$ cat src/rtl/decomp_done_ctrl.sv
// decomp_done_ctrl: decides when a decompression page, and optionally each
// block within it, has fully drained through the token FIFO, the parsers and
// the history-RAM write queues.
//
// Ports:
//   clk, rst_n          clock, asynchronous active-low reset
//   start               pulse, begins a page (honoured only in IDLE)
//   tf_empty            token FIFO empty
//   ps_empty[NP]        per-parser empty flags
//   ps_finish[NP]       per-parser block-end flags
//   ram_empty[NR]       per-bank write-queue empty flags
//   page_input_finish   pulse, last page input accepted
//   cl_finish           downstream acknowledge of page_finish
//   page_finish         level, page drained, held until cl_finish
//   block_finish        one-cycle pulse per drained block
//   busy                high whenever not IDLE
//   block_cnt[16]       blocks finished in the current page
//
// Configuration macro: DONE_CTRL_BLOCK_FINISH_EN enables block tracking
// (BLK_DRAIN state, block_finish, block_cnt). Undefined, ps_finish is ignored
// and block_finish/block_cnt are tied to 0.
module decomp_done_ctrl #(
  parameter int unsigned NUM_PARSER   = 6,
  parameter int unsigned NUM_RAM      = 16,
  parameter int unsigned DRAIN_CYCLES = 6
) (
  input  logic                  clk,
  input  logic                  rst_n,
  input  logic                  start,
  input  logic                  tf_empty,
  input  logic [NUM_PARSER-1:0] ps_empty,
  input  logic [NUM_PARSER-1:0] ps_finish,
  input  logic [NUM_RAM-1:0]    ram_empty,
  input  logic                  page_input_finish,
  input  logic                  cl_finish,
  output logic                  page_finish,
  output logic                  block_finish,
  output logic                  busy,
  output logic [15:0]           block_cnt
);

  localparam int unsigned QCNT_W = 8;
  localparam int unsigned BCNT_W = 16;
  localparam logic [QCNT_W-1:0] DRAIN_MAX = QCNT_W'(DRAIN_CYCLES);

  typedef enum logic [2:0] {
    IDLE      = 3'd0,
    RUN       = 3'd1,
`ifdef DONE_CTRL_BLOCK_FINISH_EN
    BLK_DRAIN = 3'd2,
`endif
    PG_DRAIN  = 3'd3,
    DONE      = 3'd4
  } state_e;

  state_e              state_q, state_d;
  logic                all_empty_q, all_empty_d;
  logic [QCNT_W-1:0]   quiet_q, quiet_d;
  logic                pif_q, pif_d;
  logic                page_finish_q, page_finish_d;
  logic                busy_q, busy_d;
  logic                drained;

`ifdef DONE_CTRL_BLOCK_FINISH_EN
  logic                block_finish_q, block_finish_d;
  logic [BCNT_W-1:0]   block_cnt_q, block_cnt_d;
`else
  logic                unused_ps_finish;
  assign unused_ps_finish = ^ps_finish;
`endif

  // Quiet detection: count consecutive cycles with every source empty.
  always_comb begin
    all_empty_d = tf_empty & (&ps_empty) & (&ram_empty);
    if (!all_empty_q) begin
      quiet_d = '0;
    end else if (quiet_q >= DRAIN_MAX) begin
      quiet_d = DRAIN_MAX;
    end else begin
      quiet_d = QCNT_W'(quiet_q + QCNT_W'(1));
    end
  end

  assign drained = all_empty_q && (quiet_q == DRAIN_MAX);

  // Next-state and registered-output logic.
  always_comb begin
    state_d       = state_q;
    pif_d         = pif_q;
    page_finish_d = 1'b0;
`ifdef DONE_CTRL_BLOCK_FINISH_EN
    block_finish_d = 1'b0;
    block_cnt_d    = block_cnt_q;
`endif

    if (state_q != IDLE && page_input_finish) begin
      pif_d = 1'b1;
    end

    case (state_q)
      IDLE: begin
        if (start) begin
          state_d = RUN;
`ifdef DONE_CTRL_BLOCK_FINISH_EN
          block_cnt_d = '0;
`endif
        end
      end
      RUN: begin
        // A page end outranks a simultaneous block end.
        if (pif_q || page_input_finish) begin
          state_d = PG_DRAIN;
`ifdef DONE_CTRL_BLOCK_FINISH_EN
        end else if (|ps_finish) begin
          state_d = BLK_DRAIN;
`endif
        end
      end
`ifdef DONE_CTRL_BLOCK_FINISH_EN
      BLK_DRAIN: begin
        if (drained) begin
          state_d        = RUN;
          block_finish_d = 1'b1;
          block_cnt_d    = BCNT_W'(block_cnt_q + BCNT_W'(1));
        end
      end
`endif
      PG_DRAIN: begin
        if (drained) begin
          state_d = DONE;
        end
      end
      DONE: begin
        // page_finish follows DONE one cycle later and drops with the ack.
        if (cl_finish) begin
          state_d = IDLE;
        end else begin
          page_finish_d = 1'b1;
        end
      end
      default: state_d = IDLE;
    endcase

    if (state_d == IDLE) begin
      pif_d = 1'b0;
    end
    busy_d = (state_d != IDLE);
  end

  // State and output registers.
  always_ff @(posedge clk or negedge rst_n) begin
    if (!rst_n) begin
      state_q       <= IDLE;
      all_empty_q   <= 1'b0;
      quiet_q       <= '0;
      pif_q         <= 1'b0;
      page_finish_q <= 1'b0;
      busy_q        <= 1'b0;
    end else begin
      state_q       <= state_d;
      all_empty_q   <= all_empty_d;
      quiet_q       <= quiet_d;
      pif_q         <= pif_d;
      page_finish_q <= page_finish_d;
      busy_q        <= busy_d;
    end
  end

`ifdef DONE_CTRL_BLOCK_FINISH_EN
  // Block tracking registers.
  always_ff @(posedge clk or negedge rst_n) begin
    if (!rst_n) begin
      block_finish_q <= 1'b0;
      block_cnt_q    <= '0;
    end else begin
      block_finish_q <= block_finish_d;
      block_cnt_q    <= block_cnt_d;
    end
  end

  assign block_finish = block_finish_q;
  assign block_cnt    = block_cnt_q;
`else
  assign block_finish = 1'b0;
  assign block_cnt    = '0;
`endif

  assign page_finish = page_finish_q;
  assign busy        = busy_q;

endmodule

$ cat config.mk
export PLATFORM = sky130hd
export DESIGN_NAME = decomp_done_ctrl
export DESIGN_NICKNAME = d
export VERILOG_FILES = /design/src/rtl/decomp_done_ctrl.sv
export SDC_FILE = /design/constraint.sdc
export NUM_CORES = 1
export LEC_CHECK = 0
export CAP_MARGIN = 40
export CORE_MARGIN = 4
export CORE_UTILIZATION = 38
export CTS_BUF_LIST = sky130_fd_sc_hd__clkbuf_4 sky130_fd_sc_hd__clkbuf_8
export CTS_CLUSTER_SIZE = 14
export DETAILED_ROUTE_END_ITERATION = 6
export PLACE_DENSITY = 0.86
export RECOVER_POWER = 100
export SYNTH_ARGS = -nofsm -noshare
export SYNTH_HDL_FRONTEND = slang
export SYNTH_SLANG_ARGS = --single-unit
$ cat constraint.sdc
create_clock -name clk -period 2.86 [get_ports clk]
set_clock_uncertainty 0.05 [all_clocks]
set_input_delay 0.429 -clock clk [delete_from_list [all_inputs] [get_ports clk]]
set_output_delay 0.429 -clock clk [all_outputs]
set_load 0.005 [all_outputs]
==> flow_summary.yaml <==
run:
  cap_violations: 0
timing:
  setup_viol: 0
  rsz0062_at_grt: "false"
  hold_ws_ns: 0.469
  fin_setup_tns_ns: 0
  max_freq_mhz: 544
  tightest_slew_ns: 0.627
  fin_crit_ns: 1.84
  min_period_over_period_pct: 64.3
  maxSlewViolCount: 0
  maxSlewHeadroom_pct: 58.1
  hold_violations: 0
critical_path:
  critPathCapture: "state_q[0]$_DFF_PN0_"
  regToRegSetupSlack_ns: 1.02
  r2r_cells: 3
  r2r-start: "quiet_q[3]$_DFF_PN0_"
  crit_path_start_kind: "flop"
  cp.required_ns: 2.94
  arrival_ns: 1.92
  startpoint: "quiet_q[3]$_DFF_PN0_"
  reg2reg_to: "state_q[0]$_DFF_PN0_"
  crit_type: "flop to flop"
  end_kind: "flop"
  worstPathMaxFanout: 3
synthesis:
  syn_avg_cell_area_um2: 11.3
  yosysWarnings: 0
  syn_area_um2: 771
  synth_cell_types: 28
  synth_cells: 68
  ys_seq_area_share_pct: 48.7
  ys_seq_elements: 15
global_route:
  antenna_found_initial: 0
  grt_pass1_vias: 571
  overflow: 0
  grt_max_degree: 16
  grt_pass1_wl_mm: 2.37
  grtUsageTotal_pct: 11.4
drt:
  drc: 0
  drt_pre_antenna_iters: 4
  vias: 585
  wirelength_mm: 1.57
  drt_iter0_drc: 6
  drt-vias-per-instance: 4.43
  wl_per_cell_um: 11.9
  drtAntennaViolNets: 0
placement:
  numPortBuffers: 29
  hpwl_mm: 1.37
  gp_congestion: 0.720
clock_network:
  clk_path_buf_depth: 2
  cts_tree: "built"
  cts_setup_buffers: 0
  cts_sinks: 15
  cts_root_buf: "clkbuf_4"
  cts_max_level: 1
  cts_buffers: 3
  clkTransAtPathRegs_ns: 0.09
  clk-insertion-delay-late_ns: 0.27
  cts-resized-gates: 0
  ctsHoldBuffers: 0
floorplanning:
  start_util_pct: 39.7
  fp.dieH_um: 53.0
  fp.dieW_um: 53.0
  io_pins: 53
  die-area_um2: 2810
  rows: 16
  fp.coreArea_um2: 1940
cells_and_area:
  antenna_cells: 0
  final_common_cell: "clkdlybuf4s50_1"
  nFillCells: 183
  drive_above_1_share_pct: 4.76
  syn2layout_area_growth_pct: 36.0
  layout_common_cells: "24 x clkdlybuf4s50_1, 22 x conb_1, 15 x dfrtp_1"
  nNetsFinal: 142
power:
  p_per_area_nw_per_um2: 364
  ir_drop_mv: 0.187
  total_power_w: 0.000382
  leakage_nw: 0.440
min_path:
  hold_class: "flop to flop"
status:
  status: "finished clean"
-- where the power goes --
group / total (W) / switching [W] / internal, W
logic: 0.0000491 / 0.0000162 / 0.0000329
registers: 0.000217 / 0.00000161 / 0.000215
clock network: 0.000116 / 0.0000638 / 0.0000518
total: 0.000382 / 0.0000815 / 0.000300
-- kinds of logic (layout without fill, tap and decap cells) --
kind of cell,count (synthesis),count (layout),share of synthesized area (%)
other cells,1,22,0.487
simple gates,21,21,21.3
compound gates,10,10,8.77
fa+ha+maj,2,2,3.25
flops,15,15,48.7
buf+inv,19,35,17.5
-- sequential cells by signal, indices dropped and copies added, names as in the netlist --
signal       count
all_empty_q      1
busy             1
page_finish      1
pif_q            1
quiet_q          8
state_q          3
-- metal layers --
metal / up-vias / GRT usage (%) / routed length [um]
li1: 282 / - / -
met1: 282 / 12.3 / 556
met2: 21 / 22.9 / 929
met3: 0 / 1.69 / 86
met4: 0 / 2.55 / 0
met5: - / 0 / 0
-- worst min path at each step --
stage	startpoint	depth (start not counted)	slack (ns)	end
floorplan	rst_n	0	0.08	all_empty_q$_DFF_PN0_
global placement	pif_q$_DFFE_PN0P_	1	0.43	pif_q$_DFFE_PN0P_
detailed placement	pif_q$_DFFE_PN0P_	1	0.45	pif_q$_DFFE_PN0P_
CTS	pif_q$_DFFE_PN0P_	1	0.47	pif_q$_DFFE_PN0P_
global route	pif_q$_DFFE_PN0P_	1	0.53	pif_q$_DFFE_PN0P_
finish	pif_q$_DFFE_PN0P_	1	0.47	pif_q$_DFFE_PN0P_
-- metrics by stage --
stage	utilization (%)	instances	cell area (um^2)	setup slack, ns
detailed placement	53.9	128	1050	1.00
global placement	53.9	128	1050	0.995
floorplan	-	89	850	1.49
finish	54.0	132	1050	1.02
CTS	55.3	132	1070	1.27
global route	54.0	132	1050	0.924
-- cells in the mapped netlist --
master / number / share of area [%]
a31o_1: 1 / 1.1
or4_1: 2 / 1.9
nor4_4: 1 / 2.8
inv_1: 2 / 0.97
o21a_1: 1 / 0.97
or4b_4: 1 / 1.8
nand2_1: 1 / 0.49
nor2b_1: 1 / 0.81
dfrtp_1: 15 / 49
a21oi_1: 2 / 1.3
o32ai_1: 1 / 1.1
ha_1: 2 / 3.2
conb_1: 1 / 0.49
nor2_1: 2 / 0.97
and4_1: 1 / 1.1
or3_1: 1 / 0.81
o21ai_0: 2 / 1.3
nor3_1: 1 / 0.65
nor4b_2: 1 / 1.9
buf_4: 17 / 17
o31ai_1: 1 / 0.97
nand4_1: 5 / 4.1
or4bb_1: 1 / 1.5
nand2b_1: 1 / 0.81
nand3_1: 1 / 0.65
a31oi_1: 1 / 0.81
o31a_1: 1 / 1.1
nor3b_1: 1 / 0.97
-- worst max-delay path, stage by stage, from the launching register on --
cell,delay (ns)
dfrtp_1,0.38
or4b_2,0.66
nor4_1,0.41
o32ai_1,0.19
-- cell type report --
cell class	count	area [um^2]	area share [%]
flip-flops and latches	15	375	35.8
multi-input cells	55	314	30.0
repair buffers	29	290	27.7
well taps	27	33.8	3.22
clock buffers	3	22.5	2.15
inverters	2	7.51	0.716
clock inverters	1	5.00	0.477
Note: power is estimated with default switching activity, not from simulation.
